<file path="config.mk">
export PLATFORM = sky130hd
export DESIGN_NAME = dili_ntt_seq
export DESIGN_NICKNAME = d
export VERILOG_FILES = /design/src/rtl/dili_ntt_seq.sv
export SDC_FILE = /design/constraint.sdc
export NUM_CORES = 1
export LEC_CHECK = 0
export CAP_MARGIN = 20
export CORE_ASPECT_RATIO = 0.75
export CORE_MARGIN = 3
export CORE_UTILIZATION = 50
export CTS_CLUSTER_DIAMETER = 40
export DETAILED_ROUTE_END_ITERATION = 7
export PLACE_DENSITY_LB_ADDON = 0.15
export RECOVER_POWER = 50
export SETUP_SLACK_MARGIN = 0.15
export SLEW_MARGIN = 15
export SYNTH_ARGS = -nofsm -noshare
export SYNTH_HDL_FRONTEND = slang
export SYNTH_SLANG_ARGS = --single-unit
</file>
<file path="constraint.sdc">
create_clock -name clk_i -period 7.26 [get_ports clk_i]
set_clock_uncertainty 0.15 [all_clocks]
set_input_delay 1.452 -clock clk_i [delete_from_list [all_inputs] [get_ports clk_i]]
set_output_delay 1.452 -clock clk_i [all_outputs]
set_load 0.02 [all_outputs]
</file>
<file path="src/rtl/dili_ntt_seq.sv">
// Address/zeta sequencer for the Dilithium NTT butterfly datapath: 8 layers x 128 butterflies.
// Define DILI_NTT_INTT_EN to add the inverse (Gentleman-Sande) ordering via inv_i / zeta_neg_o.
module dili_ntt_seq #(
  parameter int ADDR_W = 8,
  parameter int BU_LAT = 2
) (
  input  logic              clk_i,
  input  logic              rst_ni,
  input  logic              start_i,
  input  logic              stall_i,
`ifdef DILI_NTT_INTT_EN
  input  logic              inv_i,
  output logic              zeta_neg_o,
`endif
  output logic              busy_o,
  output logic              done_o,
  output logic              rd_en_o,
  output logic [ADDR_W-1:0] rd_addr_even_o,
  output logic [ADDR_W-1:0] rd_addr_odd_o,
  output logic [ADDR_W-1:0] zeta_idx_o,
  output logic              wr_en_o,
  output logic [ADDR_W-1:0] wr_addr_even_o,
  output logic [ADDR_W-1:0] wr_addr_odd_o,
  output logic [2:0]        layer_o
);
  localparam int          NW   = ADDR_W - 1;
  localparam logic [2:0]  LMAX = 3'(ADDR_W - 1);

  typedef enum logic [1:0] {IDLE, RUN, DRAIN, DONE} state_e;

  state_e          state_q, state_d;
  logic [2:0]      l_q, l_d;
  logic [NW-1:0]   n_q, n_d;
  logic [2:0]      dcnt_q, dcnt_d;
  logic            inv_q, inv_d;
  logic            start_inv, last_layer;

`ifdef DILI_NTT_INTT_EN
  assign start_inv = inv_i;
`else
  assign start_inv = 1'b0;
`endif

  assign last_layer = inv_q ? (l_q == 3'd0) : (l_q == LMAX);

  // Butterfly geometry from (l, n): len = N/2 >> l, g = group, o = offset in group
  logic [2:0]        sh;
  logic [ADDR_W-1:0] len, gl, j, k_fwd, k_inv;
  logic [NW-1:0]     g, o;

  always_comb begin
    sh    = LMAX - l_q;
    len   = ADDR_W'(1) << sh;
    g     = n_q >> sh;
    o     = n_q & (len[NW-1:0] - NW'(1));
    gl    = {1'b0, g} << sh;
    j     = {gl[ADDR_W-2:0], 1'b0} | {1'b0, o};
    k_fwd = (ADDR_W'(1) << l_q) + {1'b0, g};
    k_inv = (ADDR_W'(2) << l_q) - ADDR_W'(1) - {1'b0, g};
  end

  always_ff @(posedge clk_i or negedge rst_ni) begin
    if (!rst_ni) begin
      state_q <= IDLE;
      l_q     <= '0;
      n_q     <= '0;
      dcnt_q  <= '0;
      inv_q   <= 1'b0;
    end else begin
      state_q <= state_d;
      l_q     <= l_d;
      n_q     <= n_d;
      dcnt_q  <= dcnt_d;
      inv_q   <= inv_d;
    end
  end

  always_comb begin
    state_d = state_q;
    l_d     = l_q;
    n_d     = n_q;
    dcnt_d  = dcnt_q;
    inv_d   = inv_q;
    case (state_q)
      IDLE: if (start_i) begin
        state_d = RUN;
        l_d     = start_inv ? LMAX : 3'd0;
        n_d     = '0;
        dcnt_d  = '0;
        inv_d   = start_inv;
      end
      RUN: if (!stall_i) begin
        n_d = n_q + NW'(1);
        if (n_q == '1) begin
          state_d = DRAIN;
          dcnt_d  = '0;
        end
      end
      // n has already wrapped to 0; only the layer moves on
      DRAIN: if (!stall_i) begin
        if (dcnt_q == 3'(BU_LAT - 1)) begin
          state_d = last_layer ? DONE : RUN;
          if (!last_layer) l_d = inv_q ? l_q - 3'd1 : l_q + 3'd1;
        end else begin
          dcnt_d = dcnt_q + 3'd1;
        end
      end
      DONE: begin
        state_d = IDLE;
        l_d     = '0;
        inv_d   = 1'b0;
      end
      default: state_d = IDLE;
    endcase
  end

  always_comb begin
    busy_o         = (state_q == RUN) || (state_q == DRAIN);
    done_o         = (state_q == DONE);
    rd_en_o        = (state_q == RUN) && !stall_i;
    rd_addr_even_o = (state_q == RUN) ? j : '0;
    rd_addr_odd_o  = (state_q == RUN) ? j + len : '0;
    zeta_idx_o     = (state_q == RUN) ? (inv_q ? k_inv : k_fwd) : '0;
    layer_o        = l_q;
  end

`ifdef DILI_NTT_INTT_EN
  assign zeta_neg_o = rd_en_o && inv_q;
`endif

  // Write-back delay line; bubbles shift through as valid=0
  logic [BU_LAT-1:0]             vld_pipe_q;
  logic [BU_LAT-1:0][ADDR_W-1:0] ev_pipe_q, od_pipe_q;

  always_ff @(posedge clk_i or negedge rst_ni) begin
    if (!rst_ni) begin
      vld_pipe_q <= '0;
      ev_pipe_q  <= '0;
      od_pipe_q  <= '0;
    end else if (!stall_i) begin
      for (int i = BU_LAT - 1; i > 0; i--) begin
        vld_pipe_q[i] <= vld_pipe_q[i-1];
        ev_pipe_q[i]  <= ev_pipe_q[i-1];
        od_pipe_q[i]  <= od_pipe_q[i-1];
      end
      vld_pipe_q[0] <= rd_en_o;
      ev_pipe_q[0]  <= rd_addr_even_o;
      od_pipe_q[0]  <= rd_addr_odd_o;
    end
  end

  assign wr_en_o        = vld_pipe_q[BU_LAT-1] && !stall_i;
  assign wr_addr_even_o = ev_pipe_q[BU_LAT-1];
  assign wr_addr_odd_o  = od_pipe_q[BU_LAT-1];

endmodule
</file>
==> reports/summary.txt <==
Final Cycle Share: 85.0%
DR vias/cell: 5.57
Largest net degree at the start of global routing: 50
Gate count after technology mapping: 410
Detail Route Antenna Nets: 0
Clock buffer depth: 2
Power Density: 291 nW/µm²
Startpoint types: register
CP arrival: 4.57 ns
Post-layout min period: 6.17 ns
Post-route setup slack: 1.09 ns
Yosys top cell area share: 34.1%
Yosys warning total: 0
Synth top cells by count: dfrtp_1, nand2_1, nor2_1, ha_1, mux2_2
WP data required: 5.66 ns
Post-Layout Cell Count: 527
Chip width: 104 µm
Worst setup path category: register to output pin
Antenna violations before repair: 0
Synth unique cells: 51
TritonRoute pass-1 iters: 4
Pre-CTS WS: 1.45 ns
Ant diodes: 0
Run status: finished, violations left
Final setup fails: 0
Largest family of logic cells by synthesized area: simple AND/OR/NAND/NOR gates
Yosys top cell by area: dfrtp_1
Synth area leaders: dfrtp_1, ha_1, mux2_2, nand2_1, nor2_1
CTS tree: done
Inst Count DP: 519
Crit end category: output pin
Post-synthesis net count: 441
P_leak: 1.86 nW
Site Rows: 26
Max-Slew Margin vs Limit: -76.7%
Failing checks: capacitance limit, slew limit
Synthesized cell area: 3590 µm²
Xor/xnor cell area share of the yosys netlist: 3.41%
Top Ports: 51
Hold Vio Cnt, Final: 0
Post-CTS Resized: 0
Vias in the first global route: 2803
Min Hold Slack: 0.339 ns
Count leader, synth: dfrtp_1
FFs w/ async S/R, synth: 100%
Initial Util: 52.1%
DRC errors left: 0
Setup bufs post-CTS: 0
Gr usage total: 20.3%
Crit-path max FO: 22
I/O Buffers: 50
Initial drt markers: 219
Synth Area in Compound Gates: 16.6%
Via Count: 2938
Fin. max-slew vios: 95
Sequential area share after synthesis: 34.1%
Die span in y: 79.4 µm
Maximum Capacitance Violations: 2
Routed len/inst: 15.4 µm
Fin nets: 459
Final GP Congestion: 0.919
Clk slew on worst S/H paths: 0.09 ns
TritonCTS buffer count: 5
Final WL: 8.13 mm
Worst skew pair latency: 0.31 ns
Post-synth EDFFs: 0
Layout area overhead: 14.3%
Final Power: 1.20 mW
Unrepaired setup endpoints after global routing: false
Sum Neg Setup Slack: 0 ns
Simple-gate share of the synthesized area: 18.0%
Layout cells sized above 1: 8.62%
Worst IR Drop VDD: 0.208 mV
Clock sinks: 49
H-tree depth: 2
Register bit total from synthesis: 49
CTS Hold Buffers Added: 0
Hold Path Class: register to register
Syn Area/Cell: 8.76 µm²
Worst-Margin Slew: 2.65 ns
Total grt overflow: 0
Root Driver: clkbuf_8
Post-DP HPWL: 5.96 mm
Post-synthesis mux area share: 9.34%
Die ar.: 8250 µm²
Synth Area in Adders: 10.2%
Area post-placement: 4000 µm²
First-pass GRT wire length: 13.8 mm
CORE AREA: 6900 µm²
Max Clk Rate: 162 MHz
Top_reg_cell synth: dfrtp_1
Final Core Density: 59.5%
Final Instance Area: 4100 µm²
-- registers in the layout (all words and copies together) (netlist names) --
register / flops
dcnt_q: 3
ev_pipe_q: 8
layer_o: 3
n_q: 7
od_pipe_q: 8
state_q: 2
vld_pipe_q: 2
wr_addr_even_o: 8
wr_addr_odd_o: 8
-- cell families (layout without fill, tap and decap cells) --
group           after synthesis  in the layout
compound gates               90             90
xor+xnor                     14             14
fa+ha+maj                    29             29
buf+inv                      60             79
flops                        49             49
mux                          30             30
other cells                   1              1
simple gates                137            137
-- worst max-delay path: stages (launching register included) --
cell and delay (ns):
dfrtp_1 0.81, inv_1 0.23, ha_1 0.45, o21ai_0 0.28, a21oi_1 0.12, o211ai_1 0.17, o31ai_1 0.09, a21oi_1 0.27
inv_1 0.08, ha_1 0.33, a21o_1 0.20, a21oi_1 0.13, o21ai_0 0.11, xnor2_1 0.22, and2_1 0.16, clkdlybuf4s50_1 0.60
-- power breakdown --
part / leakage (nW) / internal (mW) / switching (mW)
clock network: 0.0543 / 0.103 / 0.0960
registers: 0.668 / 0.329 / 0.0840
logic: 1.13 / 0.243 / 0.341
-- layer usage --
layer,up-vias,routed length [µm],track usage [%]
li1,1442,-,-
met1,1393,3980,29.1
met2,90,3590,31.8
met3,13,416,3.23
met4,0,137,6.51
met5,-,0,0
-- final timing paths --
path	start	endpoint	slack [ns]	depth (start not counted)
max in group asynchronous	rst_ni	n_q[6]	3.54	2
min in group asynchronous	rst_ni	wr_addr_even_o[1]	1.91	2
min	ev_pipe_q[2]	ev_pipe_q[2]	0.34	2
min reg2reg	ev_pipe_q[2]	ev_pipe_q[2]	0.34	2
max reg2reg	layer_o[0]	od_pipe_q[7]	3.38	14
max	layer_o[0]	rd_addr_odd_o[7]	1.09	15
-- final cells by class --
cell class                      count  area [µm²]
Clock buffer                        5        68.8
Clock inverter                      3        46.3
Fill cell                         637        2790
Inverter                           19        71.3
Multi-Input combinational cell    301        2070
Sequential cell                    49        1230
Tap cell                           98         123
Timing Repair Buffer               52         498
-- layout by cell type, fill, tap and decap left out, types with 4 or more instances in the layout --
| cell type | Yosys | routed |
|---|---|---|
| a211oi_1 | 5 | 5 |
| a21oi_1 | 22 | 22 |
| a22o_1 | 7 | 7 |
| a31oi_1 | 4 | 4 |
| and2_1 | 11 | 11 |
| clkbuf_8 | 0 | 5 |
| clkdlybuf4s50_1 | 0 | 48 |
| dfrtp_1 | 49 | 49 |
| ha_1 | 26 | 26 |
| inv_1 | 18 | 18 |
| mux2_2 | 24 | 24 |
| mux2i_1 | 5 | 5 |
| nand2_1 | 40 | 40 |
| nand2b_1 | 11 | 11 |
| nand3_1 | 10 | 10 |
| nor2_1 | 36 | 36 |
| nor2b_1 | 6 | 6 |
| nor3_1 | 12 | 12 |
| o21a_1 | 6 | 6 |
| o21ai_0 | 20 | 20 |
| o31ai_1 | 4 | 4 |
| xnor2_1 | 8 | 8 |
| xor2_1 | 6 | 6 |
Note: power is estimated with default switching activity, not from simulation.
